**src/rtl/mem_wb_stage_pkg.sv**
```systemverilog
// Shared definitions for the MEM/WB stage: FSM encoding and default widths.
package mem_wb_stage_pkg;
    typedef enum logic {
        IDLE = 1'b0,
        WAIT = 1'b1
    } state_t;

    localparam int DEF_REG_NUM_BITWIDTH = 5;
    localparam int DEF_WORD_BITWIDTH    = 32;
    localparam int DEF_TIMEOUT_CYCLES   = 16;
endpackage

```
**src/rtl/mem_wb_stage_dmem_req_ctrl.sv**
```systemverilog
// Data-memory request controller: issues one request per aligned access,
// holds it until ack or timeout, and reports the per-cycle outcome to the top.
module dmem_req_ctrl
    import mem_wb_stage_pkg::*;
#(
    parameter int WORD_BITWIDTH  = DEF_WORD_BITWIDTH,
    parameter int TIMEOUT_CYCLES = DEF_TIMEOUT_CYCLES
) (
    input  logic                     clk,
    input  logic                     rst,
    input  logic                     access,
    input  logic                     is_write,
    input  logic [WORD_BITWIDTH-1:0] addr,
    input  logic [WORD_BITWIDTH-1:0] wdata,
    input  logic                     ack,
    output logic                     stall,
    output logic                     dmem_req,
    output logic                     dmem_we,
    output logic [WORD_BITWIDTH-1:0] dmem_addr,
    output logic [WORD_BITWIDTH-1:0] dmem_wdata,
    output logic                     accept,
    output logic                     pass,
    output logic                     misalign,
    output logic                     done,
    output logic                     done_load,
    output logic                     timeout
);
    localparam int CW = $clog2(TIMEOUT_CYCLES + 1);
    localparam logic [CW-1:0] LAST = CW'(TIMEOUT_CYCLES - 1);

    state_t                   state, state_nxt;
    logic [CW-1:0]            cnt;
    logic [WORD_BITWIDTH-1:0] addr_q, wdata_q;
    logic                     we_q;
    logic                     aligned;

    assign aligned = (addr[1:0] == 2'b00);

    always_comb begin
        state_nxt  = state;
        stall      = 1'b0;
        dmem_req   = 1'b0;
        dmem_we    = 1'b0;
        dmem_addr  = '0;
        dmem_wdata = '0;
        accept     = 1'b0;
        pass       = 1'b0;
        misalign   = 1'b0;
        done       = 1'b0;
        done_load  = 1'b0;
        timeout    = 1'b0;
        case (state)
            IDLE: begin
                if (access && aligned) begin
                    accept    = 1'b1;
                    stall     = 1'b1;
                    state_nxt = WAIT;
                end else if (access) begin
                    misalign = 1'b1;
                end else begin
                    pass = 1'b1;
                end
            end
            WAIT: begin
                dmem_req   = 1'b1;
                dmem_we    = we_q;
                dmem_addr  = addr_q;
                dmem_wdata = wdata_q;
                // ack wins over a timeout landing in the same cycle
                if (ack) begin
                    done      = 1'b1;
                    done_load = !we_q;
                    state_nxt = IDLE;
                end else if (cnt == LAST) begin
                    timeout   = 1'b1;
                    state_nxt = IDLE;
                end else begin
                    stall = 1'b1;
                end
            end
            default: state_nxt = IDLE;
        endcase
        // IDLE stall is a pure function of the inputs, so reset must mask it
        if (rst) stall = 1'b0;
    end

    always_ff @(posedge clk or posedge rst) begin
        if (rst) begin
            state   <= IDLE;
            cnt     <= '0;
            addr_q  <= '0;
            wdata_q <= '0;
            we_q    <= 1'b0;
        end else begin
            state <= state_nxt;
            if (accept) begin
                cnt     <= '0;
                addr_q  <= addr;
                wdata_q <= wdata;
                we_q    <= is_write;
            end else if (state == WAIT && stall) begin
                cnt <= cnt + 1'b1;
            end
        end
    end
endmodule

```
**src/rtl/mem_wb_stage.sv**
```systemverilog
// MEM stage front-end plus the MEM/WB pipeline register; memory handshaking
// lives in dmem_req_ctrl.
module mem_wb_stage
    import mem_wb_stage_pkg::*;
#(
    parameter int REG_NUM_BITWIDTH = DEF_REG_NUM_BITWIDTH,
    parameter int WORD_BITWIDTH    = DEF_WORD_BITWIDTH,
    parameter int TIMEOUT_CYCLES   = DEF_TIMEOUT_CYCLES
) (
    input  logic                        clk,
    input  logic                        rst,
    input  logic                        mem_memRead,
    input  logic                        mem_memWrite,
    input  logic [WORD_BITWIDTH-1:0]    mem_ALUresult,
    input  logic [WORD_BITWIDTH-1:0]    mem_regReadData2,
    input  logic                        mem_wt_memToReg,
    input  logic                        mem_wt_regWrite,
    input  logic [REG_NUM_BITWIDTH-1:0] mem_wt_regToWrite,
    output logic                        stall,
    output logic                        dmem_req,
    output logic                        dmem_we,
    output logic [WORD_BITWIDTH-1:0]    dmem_addr,
    output logic [WORD_BITWIDTH-1:0]    dmem_wdata,
    input  logic [WORD_BITWIDTH-1:0]    dmem_rdata,
    input  logic                        dmem_ack,
    output logic                        wb_memToReg,
    output logic                        wb_regWrite,
    output logic [REG_NUM_BITWIDTH-1:0] wb_regToWrite,
    output logic [WORD_BITWIDTH-1:0]    wb_ALUresult,
    output logic [WORD_BITWIDTH-1:0]    wb_memReadData,
    output logic                        misalign_err,
    output logic                        timeout_err
);
    logic accept, pass, misalign, done, done_load, timeout;

    dmem_req_ctrl #(
        .WORD_BITWIDTH (WORD_BITWIDTH),
        .TIMEOUT_CYCLES(TIMEOUT_CYCLES)
    ) u_ctrl (
        .clk       (clk),
        .rst       (rst),
        .access    (mem_memRead | mem_memWrite),
        .is_write  (mem_memWrite),
        .addr      (mem_ALUresult),
        .wdata     (mem_regReadData2),
        .ack       (dmem_ack),
        .stall     (stall),
        .dmem_req  (dmem_req),
        .dmem_we   (dmem_we),
        .dmem_addr (dmem_addr),
        .dmem_wdata(dmem_wdata),
        .accept    (accept),
        .pass      (pass),
        .misalign  (misalign),
        .done      (done),
        .done_load (done_load),
        .timeout   (timeout)
    );

    always_ff @(posedge clk or posedge rst) begin
        if (rst) begin
            wb_memToReg    <= 1'b0;
            wb_regWrite    <= 1'b0;
            wb_regToWrite  <= '0;
            wb_ALUresult   <= '0;
            wb_memReadData <= '0;
            misalign_err   <= 1'b0;
            timeout_err    <= 1'b0;
        end else begin
            // bubbles only drop regWrite; the rest of MEM/WB keeps its contents
            if (accept || misalign || timeout) begin
                wb_regWrite <= 1'b0;
            end else if (done || pass) begin
                wb_memToReg   <= mem_wt_memToReg;
                wb_regWrite   <= mem_wt_regWrite;
                wb_regToWrite <= mem_wt_regToWrite;
                wb_ALUresult  <= mem_ALUresult;
            end
            if (done_load) wb_memReadData <= dmem_rdata;
            misalign_err <= misalign;
            timeout_err  <= timeout_err | timeout;
        end
    end
endmodule

```
**config.mk**
```make
export PLATFORM = sky130hd
export DESIGN_NAME = mem_wb_stage
export DESIGN_NICKNAME = d
export VERILOG_FILES = /design/src/rtl/mem_wb_stage_pkg.sv /design/src/rtl/mem_wb_stage_dmem_req_ctrl.sv /design/src/rtl/mem_wb_stage.sv
export SDC_FILE = /design/constraint.sdc
export NUM_CORES = 1
export LEC_CHECK = 0
export CORE_MARGIN = 4
export CORE_UTILIZATION = 39
export DETAILED_ROUTE_END_ITERATION = 8
export HOLD_SLACK_MARGIN = 0.05
export PLACE_DENSITY = 0.77
export SETUP_SLACK_MARGIN = 0.1
export SLEW_MARGIN = 40
export SYNTH_ARGS = -nofsm -noshare
export SYNTH_HDL_FRONTEND = slang
export SYNTH_HIERARCHICAL = 1
export SYNTH_SLANG_ARGS = --single-unit
```
**constraint.sdc**
```tcl
create_clock -name clk -period 3 [get_ports clk]
set_clock_uncertainty 0.2 [all_clocks]
set_input_delay 0.6 -clock clk [delete_from_list [all_inputs] [get_ports clk]]
set_output_delay 0.6 -clock clk [all_outputs]
set_load 0.005 [all_outputs]
```
Word level (Yosys, flattened, before mapping)
Index checks and enable logic that the tools add are counted.
{"block": "classes", "n_addsub": 1, "n_eq_ne": 1, "mux": 27, "n_bitwise": 4, "reduce_logical": 10}
{"operator": "2-to-1 mux 32 bit", "count": 2}
{"operator": "2-to-1 mux 1 bit", "count": 22}
{"operator": "2-to-1 mux 5 bit", "count": 2}
{"operator": "adder 5 x 1 -> 5 bit (second input constant)", "count": 1}
{"operator": "== test 5 x 4 -> 1 bit (second input constant)", "count": 1}
{"operator": "nonzero test 2 bit", "count": 2}
{"operator": "logical OR 1 bit", "count": 3}
{"operator": "logical AND 1 bit", "count": 2}
{"operator": "logical NOT 2 bit", "count": 1}
{"operator": "inverter 1 bit", "count": 2}
{"operator": "OR 1 bit", "count": 2}
{"operator": "case mux 1 bit (2 select lines)", "count": 1}
{"operator": "AND reduction 2 bit", "count": 1}
{"operator": "logical NOT 1 bit", "count": 1}
{"block": "word_totals", "ff_bits": 144, "input_bits": 108, "out_inout_bits": 140, "word_cells": 55}

Depth between registers and ports, before layout
Gate-level depths: netlist of the first run.
{"block": "depth", "ltp_word": 8, "mapped_depth": 10, "depth_no_buf": 7}

Modules after synthesis
The synthesis of the first run kept the hierarchy.
{"mod": "dmem_req_ctrl", "n_inst": 1, "cells_per_inst": 378, "area_per_inst_um2": 3246.9, "seq_area_each_um2": 1776.7}
{"mod": "mem_wb_stage", "n_inst": 1, "cells_per_inst": 158, "area_per_inst_um2": 2735.1, "seq_area_each_um2": 1826.8}

Worst setup path after synthesis of the first run
No wires, ideal clock.
{"block": "synth_path", "kind": "input-to-output", "start": "input port rst", "end": "output port stall", "arrival_time_ns": 2.382, "required_ns": 2.200, "path_slack_ns": -0.182, "cell_stages": 2, "n_path_buf": 0, "cell_sequence": "inv_1 and2_1"}
{"block": "synth_between", "elab_chain_cells": 1}
{"item": "start: declaration", "line_no": "mem_wb_stage.sv:11", "source": "input logic rst,"}
{"item": "2-to-1 mux 1 bit", "line_no": "mem_wb_stage_dmem_req_ctrl.sv:84", "source": "if (rst) stall = 1'b0;"}
{"item": "end: declaration", "line_no": "mem_wb_stage.sv:19", "source": "output logic stall,"}
Every way passes these cells.

Worst setup path after layout of the first run
{"block": "layout_path", "start": "input port mem_memWrite", "end": "output port stall"}
{"block": "layout_between", "elab_chain_cells": 5}
{"item": "start: declaration", "line_no": "mem_wb_stage.sv:13", "source": "input logic mem_memWrite,"}
{"item": "OR 1 bit", "line_no": "mem_wb_stage.sv:42", "source": ".access (mem_memRead | mem_memWrite),"}
{"item": "logical AND 1 bit", "line_no": "mem_wb_stage_dmem_req_ctrl.sv:54", "source": "if (access && aligned) begin"}
{"item": "2-to-1 mux 1 bit"}
{"item": "case mux 1 bit (2 select lines)"}
{"item": "named net u_ctrl.state_nxt", "line_no": "mem_wb_stage_dmem_req_ctrl.sv:31", "source": "state_t state, state_nxt;"}
{"item": "2-to-1 mux 1 bit", "line_no": "mem_wb_stage_dmem_req_ctrl.sv:84"}
The timed path passes the listed nets, and every way through them passes these cells.

==> summary.txt, run 1 <==
status: complete, no violations
Reg-to-Reg End: wb_ALUresult[9]
most frequent cell after synthesis: nand2_1
Seq/Total Area, Yosys: 60.2%
placement row count: 45
RSZ-0062 raised after global routing: no
Vias per Instance: 4.74
total chip power: 6.61 mW
Max stage delay on crit path: 0.48 ns
max cap viols: 0
Cell Area, Placed: 8650 um2
R2R Setup Slk: 0.48 ns
fmax: 354 MHz
Final Cell Area: 9220 um2
syn_nets: 646
FFs w/ async S/R, synth: 100%
Main synth FF type: dfrtp_1
post-DP HPWL: 11,900 um
Final Slew Violations: 0
Die Height: 132 um
post-synth cell types: 27
number of global-route vias before repair: 5,043
critical path class: primary input to output port
Antenna diodes: 0
share of cells above drive strength 1: 12.6%
final WL: 16,000 um
Post-route DRC: 0
initial DRC count: 117
P_leak: 4.18 nW
Inserted Clock Buffers: 17
WHS Path Cells: 2
Syn Area/Cell: 11.2 um2
Critical Path RT: 2.20 ns
CP max-delay cell: clkdlybuf4s50_1
Worst Tran Pin Value: 0.704 ns
first-pass GRT wire length: 25,900 um
Detailed Routing Iterations Pass 1: 4
cts hold-fix bufs: 0
WL/cell: 16.3 um
I/O Buffers: 247
gr ovfl total: 0
Final nets: 895
post-CTS setup buffer count: 0
Max clock buf depth: 2
Post-DRT Antenna Nets: 0
Max IR drop VDD: 0.580 mV
PwrDens: 718 nW/um2
Sink Count: 144
top cells by count, synth: nand2_1, dfrtp_1, and2_1, mux2_2, mux2_1
largest cells by area after synthesis: dfrtp_1, nand2_1, mux2_2
max_slew headroom: 53.0%
reg2reg start: u_ctrl/cnt[0]
synthesized flop and latch total: 144
Arr. time, crit path: 2.03 ns
Post-synth EDFFs: 0
clock root buffer: clkbuf_16
Area Growth Syn to Fin: 54.1%
area share of the leading cell type in the synthesized netlist: 60.2%
Final setup viols: 0
Final Hold Violating Endpoints: 0
setup TNS: 0 ns
min-delay worst type: register to register
Total GRT Usage: 18.7%
Clock transition at path regs: 0.05 ns
hold path startpoint: u_ctrl/wdata_q[28]
CP Max Fanout: 3
post-synthesis instance total: 536
Crit. End Element: output port
largest net degree at the start of global routing: 72
clk_lat worst skew: 0.41 ns
final core occ: 61.1%
Die Width: 132 um
CTS tree: done
Die ar.: 17,400 um2
Mapped Area: 5980 um2
YS warnings: 6
post-synth top area cell: dfrtp_1
hold path endpoint: u_ctrl/wdata_q[28]
Placeable Area: 15,100 um2
crit path time final: 2.83 ns
startpoint types: primary input
RePlAce Congestion: 0.777
H-tree levels: 4
starting density of the core: 39.6%
R2R depth: 8
# IOs: 248
Vias: 4,661
final period utilization: 94.2%
CP Cell Sequence: clkdlybuf4s50_1 -> or2_2 -> or4b_4 -> o21ai_2 -> and2_1 -> clkbuf_2
initial antenna violation count: 0
## flip-flops by register name, summed over array words and instances, names as in the netlist
name	flops
u_ctrl/addr_q	32
u_ctrl/wdata_q	32
wb_ALUresult	32
wb_memReadData	32
u_ctrl/cnt	5
wb_regToWrite	5
misalign_err	1
timeout_err	1
u_ctrl/state	1
u_ctrl/we_q	1
wb_memToReg	1
wb_regWrite	1
## power breakdown
group	switching, mW	internal [mW]	total (mW)
Sequential	0.275	2.49	2.76
Combinational	0.648	1.23	1.88
Clock	0.740	1.23	1.97
Total	1.66	4.95	6.61
## how the worst max path moves through the flow
stage / startpoint / to / slack (ns)
CTS: mem_memWrite / stall / 0.07
finish: mem_memWrite / stall / 0.17
floorplan: rst / stall / 0.22
global placement: mem_memWrite / stall / -0.42
global route: mem_memWrite / stall / 0.10
detailed placement: mem_memWrite / stall / -0.42
## through the flow
step / hold WS [ns] / instances / setup WS (ns)
4_1_cts: 0.268 / 983 / 0.0684
3_5_place_dp: 0.255 / 954 / -0.424
5_1_grt: 0.287 / 983 / 0.102
6_report: 0.264 / 983 / 0.173
3_3_place_gp: 0.250 / 954 / -0.423
2_1_floorplan: 0.237 / 536 / 0.221
## worst max-delay path: cells and delay by family
family	cells	cell delay [ns]
AND/OR/NAND/NOR	3	0.75
AO/OA/AOI/OAI	1	0.08
buffers and inverters	2	0.60
## placed cells by master (no fill, tap or decap), types with 4 or more instances in the layout
cell,netlist,layout
clkdlybuf4s50_1,0,246
nand2_1,192,192
dfrtp_1,144,143
and2_1,69,69
mux2_2,47,47
mux2_1,24,24
clkbuf_16,0,17
buf_4,1,6
clkbuf_8,0,5
buf_12,0,5
nor2_1,4,4
## metal layers
metal / vias to the layer above / track usage [%] / wire, um
met5: - / 0 / 0
met4: 0 / 7.76 / 385
li1: 2194 / - / -
met3: 28 / 9.01 / 1650
met2: 215 / 31.6 / 7800
met1: 2224 / 20.0 / 6150
## what timing repair did
action / in CTS / in global routing
resized for setup: 6 / 1
gates cloned: 0 / 0
endpoints found under the setup margin: 2 / 1
## cell families after synthesis
kind of cell,count (synthesis),synth area share (%)
compound gates,3,0.376
fa+ha+maj,2,0.418
buf+inv,36,3.85
flops,144,60.2
mux,74,13.9
simple gates,277,21.3
## final cells by class
class                      count  area, um2
fill                        1182       5870
sequential                   144       3600
timing repair buffer         260       2640
multi-input combinational    356       2160
clock buffer                  24        502
tap                          188        235
clock inverter                 5       55.1
inverter                       6       26.3
Note: power is estimated with default switching activity, not from simulation.
==> run 2: changes to the inputs <==
ABC_AREA = 1   (was default)
PLACE_DENSITY = 0.76   (was 0.77)
==> summary.txt, run 2 <==
post-synthesis instance total: 710 (was 536)
YS warnings: 6 (unchanged)
Antenna diodes: 0 (unchanged)
kind of cell adding the most delay to the critical path: adder cells (was simple AND/OR/NAND/NOR gates)
total chip power: 6.58 mW (was 6.61 mW)
share of cells above drive strength 1: 8.94% (was 12.6%)
Final Slew Violations: 0 (unchanged)
Post-route DRC: 0 (unchanged)
max cap viols: 0 (unchanged)
Detailed Routing Iterations Pass 1: 5 (was 4)
largest net degree at the start of global routing: 72 (unchanged)
clk_lat worst skew: 0.41 ns (about the same)
Syn Area/Cell: 8.79 um2 (was 11.2 um2)
Sink Count: 144 (unchanged)
FFs w/ async S/R, synth: 100% (unchanged)
I/O Buffers: 247 (unchanged)
status: complete, no violations (unchanged)
final WL: 18,200 um (was 16,000 um)
starting density of the core: 40.5% (was 39.6%)
Final Hold Violating Endpoints: 0 (unchanged)
WL/cell: 15.5 um (was 16.3 um)
max_slew headroom: 64.4% (was 53.0%)
crit path buf inv count: 2 (unchanged)
clock root buffer: clkbuf_16 (unchanged)
Vias: 5,515 (was 4,661)
H-tree levels: 4 (unchanged)
pre-CTS setup slack: 0.0696 ns (was -0.424 ns)
Arr. time, crit path: 1.97 ns (was 2.03 ns)
# IOs: 248 (unchanged)
final core occ: 61.5% (was 61.1%)
post-synth top area cell: dfrtp_1 (unchanged)
startpoint types: register (was primary input)
Cell Area, Placed: 8950 um2 (was 8650 um2)
initial DRC count: 391 (was 117)
GR Layer Usage met3: 5.77% (was 9.01%)
synthesized flop and latch total: 144 (unchanged)
Final nets: 1,059 (was 895)
most common cell after layout, fill and taps aside: nand2_1 (was clkdlybuf4s50_1)
RSZ-0062 raised after global routing: yes (was no)
Mapped Area: 6240 um2 (was 5980 um2)
Final Cell Area: 9490 um2 (was 9220 um2)
Critical Path RT: 2.20 ns (about the same)
CP max-delay cell: dfrtp_1 (was clkdlybuf4s50_1)
CP Max Fanout: 4 (was 3)
Max clock buf depth: 2 (unchanged)
top cells by count, synth: nand2_1, dfrtp_1, inv_1, nand4_1, mux2_2 (was nand2_1, dfrtp_1, and2_1, mux2_2, mux2_1)
Clock transition at path regs: 0.06 ns (was 0.05 ns)
Seq/Total Area, Yosys: 57.7% (was 60.2%)
P_leak: 4.88 nW (was 4.18 nW)
PnR worst setup slack: 0.230 ns (was 0.173 ns)
post-DP HPWL: 12,400 um (was 11,900 um)
Die ar.: 18,100 um2 (was 17,400 um2)
Inserted Clock Buffers: 17 (unchanged)
Worst Tran Pin Value: 0.535 ns (was 0.704 ns)
Main synth FF type: dfrtp_1 (unchanged)
post-synth cell types: 23 (was 27)
footprint of the multi-input gates: 2080 um2 (was 2160 um2)
area share of the leading cell type in the synthesized netlist: 57.7% (was 60.2%)
number of global-route vias before repair: 5,621 (was 5,043)
M1 GR Usage: 25.6% (was 20.0%)
Die Width: 135 um (was 132 um)
Max stage delay on crit path: 0.41 ns (was 0.48 ns)
most frequent cell after synthesis: nand2_1 (unchanged)
Crit. End Element: output port (unchanged)
final period utilization: 92.3% (was 94.2%)
PwrDens: 693 nW/um2 (was 718 nW/um2)
global-route track usage on met2: 33.5% (was 31.6%)
Max IR drop VDD: 0.367 mV (was 0.580 mV)
cts hold-fix bufs: 0 (unchanged)
gr ovfl total: 0 (unchanged)
Die Height: 135 um (was 132 um)
syn_nets: 820 (was 646)
setup TNS: 0 ns (unchanged)
largest cells by area after synthesis: dfrtp_1, nand2_1, mux2_2 (unchanged)
fmax: 361 MHz (was 354 MHz)
Filler cells: 1,330 (was 1,182)
initial antenna violation count: 0 (unchanged)
CP Cell Sequence: ha_1 -> nand2_1 -> nor2_1 -> ha_1 -> inv_1 -> nand3_1 -> a21oi_1 -> dlygate4sd2_1 (was clkdlybuf4s50_1 -> or2_2 -> or4b_4 -> o21ai_2 -> and2_1 -> clkbuf_2)
Total GRT Usage: 20.3% (was 18.7%)
register area: 3610 um2 (was 3600 um2)
RePlAce Congestion: 0.783 (was 0.777)
first-pass GRT wire length: 29,100 um (was 25,900 um)
highest-count cells in the layout ignoring fill and taps: nand2_1, clkdlybuf4s50_1, dfrtp_1 (was clkdlybuf4s50_1, nand2_1, dfrtp_1)
Final setup viols: 0 (unchanged)
placement row count: 45 (unchanged)
crit path time final: 2.77 ns (was 2.83 ns)
CP most frequent cell: ha_1
Area Growth Syn to Fin: 52.0% (was 54.1%)
critical path class: register to output port (was primary input to output port)
Post-DRT Antenna Nets: 0 (unchanged)
Post-synth EDFFs: 0 (unchanged)
Placeable Area: 15,400 um2 (was 15,100 um2)
GRT busiest layer: met2 (unchanged)
CTS tree: done (unchanged)
min-delay worst type: register to register (unchanged)
Vias per Instance: 4.70 (was 4.74)
[run 2: cell type report]
cell class                      count  area share (%)
Sequential cell                   144            38.0
Timing Repair Buffer              262            28.4
Multi-Input combinational cell    443            21.9
Clock buffer                       20            4.71
Inverter                           81            3.26
Tap cell                          211            2.78
Clock inverter                     12           0.923
[run 2: power by group]
part | switching, mW | leakage [nW] | total, mW | internal, mW
Clock | 0.825 | 0.249 | 1.91 | 1.08
Sequential | 0.297 | 1.78 | 2.77 | 2.47
Combinational | 0.741 | 2.85 | 1.91 | 1.17
Total | 1.86 | 4.88 | 6.58 | 4.72
[run 2: final timing paths]
path,from,to,slack (ns),cells past startpoint
max,u_ctrl/cnt[0],stall,0.23,8
min,wb_regToWrite[1],wb_regToWrite[1],0.27,2
max reg2reg,u_ctrl/cnt[0],wb_regToWrite[3],0.78,11
min reg2reg,wb_regToWrite[1],wb_regToWrite[1],0.27,2
max in group asynchronous,rst,misalign_err,1.57,3
min in group asynchronous,rst,timeout_err,0.44,2
[run 2: cells by family (layout without fill, tap and decap cells)]
family          Yosys count  count (layout)  share of synthesized area, %
simple gates            403             403                          26.5
flops                   144             144                          57.7
buf+inv                 123             375                          9.12
mux                      32              32                          5.77
compound gates            5               5                         0.401
fa+ha+maj                 2               2                         0.401
xor+xnor                  1               1                         0.140
[run 2: worst register-to-register path, stage by stage, from the launching register on]
cell,delay (ns)
dfrtp_1,0.40
ha_1,0.21
nand2_1,0.06
nor2_1,0.12
ha_1,0.16
inv_1,0.06
nor3_1,0.32
nor2_4,0.09
nand3_1,0.14
buf_12,0.22
nand2_1,0.09
nand2_1,0.07
[run 2: per-stage QoR]
stage,hold slack [ns],instances
finish,0.271,1173
global route,0.295,1173
CTS,0.272,1172
detailed placement,0.257,1140
global placement,0.253,1140
floorplan,0.249,710
[run 2: what timing repair did]
item / in CTS / in global routing
gates resized for setup: 2 / 1
setup endpoints to repair: 19 / 8
buffers inserted: 0 / 1
hold endpoints to repair: 0 / 0
[run 2: layer usage]
metal / vias to the layer above / routed length, um
met5: - / 0
met4: 0 / 413
li1: 2660 / -
met1: 2642 / 7540
met3: 27 / 1320
met2: 186 / 8880
